[src/rtl/mem_wb_master.sv]
// Wishbone initiator bridge: turns a valid/ready memory request into one classic
// single-beat Wishbone cycle, with a bus timeout so every request completes.
module mem_wb_master #(
    parameter logic [15:0] TIMEOUT_CYCLES = 16'd255,
    parameter logic [31:0] ERR_RDATA      = 32'hFFFF_FFFF
) (
    input  logic        clk,
    input  logic        resetn,
    input  logic        mem_valid,
    input  logic [31:0] mem_addr,
    input  logic [31:0] mem_wdata,
    input  logic [3:0]  mem_wstrb,
    output logic [31:0] mem_rdata,
    output logic        mem_ready,
    output logic        mem_error,
    output logic [31:0] wbm_adr_o,
    output logic [31:0] wbm_dat_o,
    output logic [3:0]  wbm_sel_o,
    output logic        wbm_we_o,
    output logic        wbm_cyc_o,
    output logic        wbm_stb_o,
    input  logic [31:0] wbm_dat_i,
    input  logic        wbm_ack_i,
    input  logic        wbm_err_i
);

    typedef enum logic [1:0] {StIdle, StBus, StDone} state_t;

    state_t      state_q, state_d;
    logic [15:0] cnt_q, cnt_d;
    logic [31:0] adr_q, adr_d;
    logic [31:0] dat_q, dat_d;
    logic [3:0]  sel_q, sel_d;
    logic        we_q, we_d;
    logic        cyc_q, cyc_d;
    logic [31:0] rdata_q, rdata_d;
    logic        ready_q, ready_d;
    logic        error_q, error_d;

    logic timeout_hit;
    logic bus_end;
    logic bus_fail;

    // Response decode in BUS: err beats ack, ack beats the timeout.
    always_comb begin
        timeout_hit = (TIMEOUT_CYCLES != 16'd0) && (cnt_q == TIMEOUT_CYCLES - 16'd1);
        bus_end     = wbm_err_i | wbm_ack_i | timeout_hit;
        bus_fail    = wbm_err_i | (~wbm_ack_i & timeout_hit);
    end

    // State register.
    always_ff @(posedge clk) begin
        if (!resetn) begin
            state_q <= StIdle;
        end else begin
            state_q <= state_d;
        end
    end

    // Next-state logic.
    always_comb begin
        state_d = state_q;
        unique case (state_q)
            StIdle: if (mem_valid) state_d = StBus;
            StBus:  if (bus_end) state_d = StDone;
            StDone: state_d = StIdle;
            default: state_d = StIdle;
        endcase
    end

    // Next values of the registered outputs and the timeout counter.
    always_comb begin
        cnt_d   = cnt_q;
        adr_d   = adr_q;
        dat_d   = dat_q;
        sel_d   = sel_q;
        we_d    = we_q;
        cyc_d   = cyc_q;
        rdata_d = rdata_q;
        ready_d = 1'b0;
        error_d = 1'b0;
        unique case (state_q)
            StIdle: begin
                if (mem_valid) begin
                    adr_d = mem_addr;
                    dat_d = mem_wdata;
                    we_d  = |mem_wstrb;
                    sel_d = (|mem_wstrb) ? mem_wstrb : 4'hF;
                    cyc_d = 1'b1;
                    cnt_d = 16'd0;
                end
            end
            StBus: begin
                if (bus_end) begin
                    cyc_d   = 1'b0;
                    we_d    = 1'b0;
                    ready_d = 1'b1;
                    error_d = bus_fail;
                    // Writes leave the read-data register untouched.
                    if (!we_q) begin
                        rdata_d = bus_fail ? ERR_RDATA : wbm_dat_i;
                    end
                end else begin
                    cnt_d = cnt_q + 16'd1;
                end
            end
            StDone: begin
                ready_d = 1'b0;
                error_d = 1'b0;
            end
            default: begin
                cyc_d = 1'b0;
            end
        endcase
    end

    // Output and counter registers; reset abandons any cycle in flight.
    always_ff @(posedge clk) begin
        if (!resetn) begin
            cnt_q   <= 16'd0;
            adr_q   <= 32'd0;
            dat_q   <= 32'd0;
            sel_q   <= 4'd0;
            we_q    <= 1'b0;
            cyc_q   <= 1'b0;
            rdata_q <= 32'd0;
            ready_q <= 1'b0;
            error_q <= 1'b0;
        end else begin
            cnt_q   <= cnt_d;
            adr_q   <= adr_d;
            dat_q   <= dat_d;
            sel_q   <= sel_d;
            we_q    <= we_d;
            cyc_q   <= cyc_d;
            rdata_q <= rdata_d;
            ready_q <= ready_d;
            error_q <= error_d;
        end
    end

    assign wbm_adr_o = adr_q;
    assign wbm_dat_o = dat_q;
    assign wbm_sel_o = sel_q;
    assign wbm_we_o  = we_q;
    assign wbm_cyc_o = cyc_q;
    assign wbm_stb_o = cyc_q;
    assign mem_rdata = rdata_q;
    assign mem_ready = ready_q;
    assign mem_error = error_q;

endmodule

[config.mk]
export PLATFORM = sky130hd
export DESIGN_NAME = mem_wb_master
export DESIGN_NICKNAME = d
export VERILOG_FILES = /design/src/rtl/mem_wb_master.sv
export SDC_FILE = /design/constraint.sdc
export NUM_CORES = 1
export LEC_CHECK = 0
export ABC_CLOCK_PERIOD_IN_PS = 2100
export BUFFER_PORTS_ARGS = -buffer_cell sky130_fd_sc_hd__buf_2
export CORE_MARGIN = 5
export CORE_UTILIZATION = 40
export DETAILED_ROUTE_END_ITERATION = 6
export GPL_TIMING_DRIVEN = 0
export HOLD_SLACK_MARGIN = 0.02
export PLACE_DENSITY = 0.71
export SKIP_CTS_REPAIR_TIMING = 1
export SLEW_MARGIN = 10
export SYNTH_ARGS = -nofsm -noshare
export SYNTH_HDL_FRONTEND = slang
export SYNTH_SLANG_ARGS = --single-unit
[constraint.sdc]
create_clock -name clk -period 2.1 [get_ports clk]
set_input_delay 0.42 -clock clk [delete_from_list [all_inputs] [get_ports clk]]
set_output_delay 0.42 -clock clk [all_outputs]
set_load 0.005 [all_outputs]
==> results of run 1 <==
==> how the worst max path moves through the flow <==
stage,startpoint,end,cells after the start
6_report,cnt_q[0]$_SDFFE_PN0P_,mem_rdata[1]$_SDFFE_PN0P_,8
5_1_grt,cnt_q[0]$_SDFFE_PN0P_,mem_rdata[27]$_SDFFE_PN0P_,8
4_1_cts,cnt_q[0]$_SDFFE_PN0P_,cnt_q[3]$_SDFFE_PN0P_,7
3_5_place_dp,wbm_ack_i,mem_rdata[20]$_SDFFE_PN0P_,7
3_3_place_gp,wbm_ack_i,cnt_q[8]$_SDFFE_PN0P_,6
2_1_floorplan,wbm_ack_i,mem_rdata[10]$_SDFFE_PN0P_,6
==> cells in the final DEF, fill, tap and decap left out, drive strengths merged, types with 4 or more instances in the layout <==
| cell | count |
|---|---|
| dfxtp | 122 |
| o41ai | 4 |
| clkbuf | 44 |
| buf | 226 |
| a31oi | 4 |
| o31ai | 7 |
| nand4 | 5 |
| nor2 | 17 |
| clkinv | 5 |
| nand3 | 10 |
| inv | 4 |
| o21ai | 14 |
| and3 | 4 |
| nand2 | 138 |
| o221a | 36 |
| a21oi | 71 |
| clkinvlp | 4 |
==> metrics by stage <==
step           total power, mW  TNS [ns]  instance area (µm²)
2_1_floorplan             2.88         0                 4540
3_3_place_gp              3.19         0                 5760
3_5_place_dp              3.21         0                 5760
4_1_cts                   6.10         0                 6360
5_1_grt                   6.30  -0.00397                 6400
6_report                  6.04         0                 6400
==> cells by family (layout without fill, tap and decap cells) <==
logic type	after synthesis	count (layout)	share of synthesized area
AND/OR/NAND/NOR	189	189	0.186
flip-flops	122	122	0.538
adder cells (fa/ha/maj)	2	2	0.00552
buffers and inverters	41	285	0.0408
multiplexers	1	1	0.00221
AO/OA/AOI/OAI	142	142	0.227
==> worst max-delay path: stages (launching register included) <==
cell	delay (ns)
dfxtp_1	0.41
inv_1	0.07
ha_1	0.22
nor4b_4	0.15
a41oi_4	0.32
nand2b_4	0.27
nor2_8	0.06
buf_6	0.15
o221a_1	0.24
==> area by class of cell <==
| type | count | area (µm²) | share of cell area |
|---|---|---|---|
| Sequential cell | 122 | 2440 | 0.382 |
| Multi-Input combinational cell | 334 | 1930 | 0.301 |
| Tap cell | 140 | 175 | 0.0274 |
| Clock inverter | 11 | 119 | 0.0186 |
| Buffer | 37 | 170 | 0.0266 |
| Clock buffer | 21 | 480 | 0.0751 |
| Timing Repair Buffer | 212 | 1070 | 0.167 |
| Inverter | 4 | 15.0 | 0.00235 |
==> flip-flops by register name, indices dropped and copies added (netlist names) <==
register and cells:
state_q 2, wbm_cyc_o 1, wbm_dat_o 32, cnt_q 16
wbm_we_o 1, wbm_sel_o 4, mem_rdata 32, wbm_adr_o 32
mem_error 1, mem_ready 1
==> power groups by stage <==
stage	Clock (mW)	Combinational, mW	Sequential (mW)
6_report	2.88	0.634	2.53
5_1_grt	3.05	0.709	2.54
4_1_cts	2.94	0.637	2.53
3_5_place_dp	0	0.635	2.57
3_3_place_gp	0	0.624	2.57
2_1_floorplan	0	0.294	2.58
==> per-layer routing <==
| layer | global-route usage | vias to the layer above | wire length, µm |
|---|---|---|---|
| met1 | 0.230 | 2016 | 5620 |
| met4 | 0.0820 | 0 | 242 |
| met2 | 0.315 | 201 | 6030 |
| li1 | - | 2220 | - |
| met3 | 0.0876 | 19 | 1650 |
| met5 | 0 | - | 0 |
==> flow_summary.yaml, run 1 <==
power:
  cellLeakagePower_nw: 2.90
  powerDensity_mw_per_mm2: 944
  comb_power_share: 0.105
  power_frac_clock: 0.477
  swShare: 0.236
  pwr-share-seq: 0.418
  irDropWorstVdd_uv: 605
  switchingPower_mw: 1.43
  p_int_mw: 4.61
routing:
  vias: 4456
  viasPerCell: 5.06
  detail-route-antenna-nets: 0
  dr.pass1.iters: 4
  drt-initial-drc-count: 206
  route.detailed.drc: 0
  wl_per_cell_um: 15.4
  wl_um: 13500
yosys:
  synth_top_cell_by_area: "dfxtp_1"
  synth.most_common_cell: "nand2_1"
  yosysWarnings: 0
  seq_area_frac_synth: 0.538
  yosys-top-cells-count: "nand2_1, dfxtp_1, a21oi_1, o221a_1, clkbuf_1"
  postSynth.asyncResetShare: 0
  avgSynthCellArea_um2: 9.13
  synth_ff_type: "dfxtp_1"
  syn-num-nets: 604
  synth.distinct_cells: 44
  synth.cell_area_mm2: 0.00454
  synth_top_area_frac: 0.538
  ys_ff_latch: 122
  synthTopCellsByArea: "dfxtp_1, nand2_1, a21oi_1, o221a_1, clkbuf_1"
  synth_edf_count: 0
  syn_inst: 497
floorplanning:
  rows: 38
  die_area_mm2: 0.0136
  ios: 210
  core_area_mm2: 0.0110
  die_y_um: 116
  die-width_um: 116
  initial_core_util: 0.413
timing:
  worst_pin_slew_ns: 0.779
  fin_crit_sh: 0.957
  min_period_ns: 2.01
  skew_ns: 0.00692
  relSlewSlack: 0.474
  hold_violations: 0
  max_freq_mhz: 498
  setup_slack_ns: 0.0903
  slew_violations: 0
  fin_hold_ws_ns: 0.247
  setup_violations: 0
global_route:
  grt_max_degree: 17
  first_global_vias: 4393
  track_usage: 0.197
  antenna_found_initial: 0
  grt_pass1_wl_um: 20900
  grt_overflow_total: 0
place:
  hpwl_um: 10400
  post-place-ws_ns: 0.0733
  dp_cells: 846
  place_congestion: 0.844
  io_buffers: 209
finish:
  fill_cells: 957
  drive_gt1_frac: 0.366
  n_antenna_cell: 0
  postLayoutCoreUtil: 0.583
  fin_cells: 881
  syn2layout_area_growth_pct: 41.1
  nets: 835
setup_path:
  endpoint_kind: "flop"
  critPathLaunchType: "flop"
  r2r_cells: 8
  crit_fanout: 10
  crit_required_ns: 2.39
  r2r_slack_ns: 0.09
  arrival_ns: 2.30
  worstReg2RegEnd: "mem_rdata[1]$_SDFFE_PN0P_"
  worstReg2RegStart: "cnt_q[0]$_SDFFE_PN0P_"
  path_class: "flop to flop"
cts:
  cts_tree: "built"
  h-tree-depth: 4
  root_buffer: "clkbuf_16"
  cts_buffers: 17
  clkTransAtPathRegs_ns: 0.06
  clkSinkCount: 122
  clk-insertion-delay-late_ns: 0.41
  clock_path_buffers: 2
hold_path:
  hold_start: "mem_wdata[12]"
  min_to: "wbm_dat_o[12]$_SDFFE_PN0P_"
  min-delay-path-class: "input port to flop"
  hold_depth: 3
job:
  cap_violations: 0
outcome:
  status: "finished clean"
No activity file was read; power rests on OpenSTA's default activity.
==> inputs of run 2 (changes only) <==
Settings changed: REMOVE_ABC_BUFFERS from default to 1.
==> flow_summary.yaml, run 2 (synthesized netlist as in run 1, its figures left out) <==
timing:
  fin_crit_sh: 0.959
  hold_violations: 0
  skew_ns: 0.00762
  slew_violations: 0
  fin_hold_ws_ns: 0.239
  relSlewSlack: 0.421
  setup_slack_ns: 0.0853
  min_period_ns: 2.01
  grt_setup_unrepaired: "false"
  max_freq_mhz: 496
  setup_violations: 0
  setup_tns_ns: 0
  worst_pin_slew_ns: 0.857
routing:
  dr.pass1.iters: 5
  detail-route-antenna-nets: 0
  wl_per_cell_um: 16.0
  route.detailed.drc: 0
  vias: 4400
  viasPerCell: 5.20
  drt-initial-drc-count: 387
  wl_um: 13500
global_route:
  antenna_found_initial: 0
  first_global_vias: 4146
  grt_pass1_wl_um: 20300
  grt_overflow_total: 0
  track_usage: 0.192
  grt_max_degree: 48
cts:
  h-tree-depth: 4
  clkSinkCount: 122
  clk-insertion-delay-late_ns: 0.42
  cts_buffers: 17
  clkTransAtPathRegs_ns: 0.06
  clock_path_buffers: 2
  cts_tree: "built"
  root_buffer: "clkbuf_16"
setup_path:
  path_class: "flop to flop"
  worstReg2RegEnd: "mem_rdata[0]$_SDFFE_PN0P_"
  critPathLaunchType: "flop"
  worstReg2RegStart: "cnt_q[0]$_SDFFE_PN0P_"
  r2r_cells: 8
  crit_required_ns: 2.40
  endpoint_kind: "flop"
  crit_fanout: 16
  r2r_slack_ns: 0.09
  arrival_ns: 2.32
finish:
  syn2layout_area_growth_pct: 40.1
  drive_gt1_frac: 0.375
  nets: 801
  fill_cells: 967
  fin_cells: 846
  layout_common_cells: "buf_2, nand2_1, dfxtp_1"
  postLayoutCoreUtil: 0.578
  mostFrequentLayoutCell: "buf_2"
  fin_area_mm2: 0.00635
  n_antenna_cell: 0
place:
  hpwl_um: 9500
  place_congestion: 0.801
  place_area_mm2: 0.00566
  dp_cells: 812
  post-place-ws_ns: -0.848
  io_buffers: 209
floorplanning:
  die-width_um: 116
  core_area_mm2: 0.0110
  rows: 38
  initial_core_util: 0.413
  die_area_mm2: 0.0136
  die_y_um: 116
  ios: 210
job:
  cap_violations: 0
power:
  irDropWorstVdd_uv: 811
  powerDensity_mw_per_mm2: 987
  cellLeakagePower_nw: 2.85
  total_power_mw: 6.27
hold_path:
  hold_start: "mem_wdata[3]"
  min-delay-path-class: "input port to flop"
  min_to: "wbm_dat_o[3]$_SDFFE_PN0P_"
  hold_depth: 3
outcome:
  status: "finished clean"
-- run 2: metal layers --
layer  track usage  part of all wire  wire (µm)  up-vias
li1              -                 -          -     2152
met1         0.216              0.40       5350     2083
met2         0.338              0.52       7100      141
met3        0.0585             0.059        801       24
met4        0.0766             0.020        277        0
met5             0                 0          0        -
-- run 2: worst max path at each step --
stage | from | endpoint | slack (ns) | cells past startpoint
global placement | mem_valid | wbm_sel_o[2]$_SDFFE_PN0P_ | -1.44 | 4
CTS | state_q[0]$_SDFFE_PN0P_ | mem_rdata[0]$_SDFFE_PN0P_ | -0.87 | 3
global route | cnt_q[0]$_SDFFE_PN0P_ | cnt_q[8]$_SDFFE_PN0P_ | 0.01 | 7
finish | cnt_q[0]$_SDFFE_PN0P_ | mem_rdata[0]$_SDFFE_PN0P_ | 0.09 | 8
floorplan | state_q[1]$_SDFFE_PN0P_ | wbm_sel_o[0]$_SDFFE_PN0P_ | -0.48 | 4
detailed placement | state_q[0]$_SDFFE_PN0P_ | mem_rdata[0]$_SDFFE_PN0P_ | -0.85 | 3
-- run 2: critical path, stage by stage, from the launching register on --
cell and delay, ns:
dfxtp_1 0.43, inv_1 0.07, ha_1 0.20, nor4b_4 0.14, a41oi_4 0.30, nand2b_4 0.28, nor2_4 0.06, buf_12 0.16
o221a_2 0.26
-- run 2: area by class of cell --
cell class	count	area [µm²]	area share
clock buffer	23	458	0.0721
clock inverter	8	168	0.0264
inverter	4	15.0	0.00236
multi-input combinational	335	1950	0.307
sequential	122	2440	0.384
tap	140	175	0.0276
timing repair buffer	214	1140	0.180
-- run 2: power by group --
part | leakage (nW) | internal (mW) | switching, mW
Clock | 0.301 | 2.12 | 0.991
Combinational | 1.55 | 0.296 | 0.335
Sequential | 0.999 | 2.45 | 0.0709
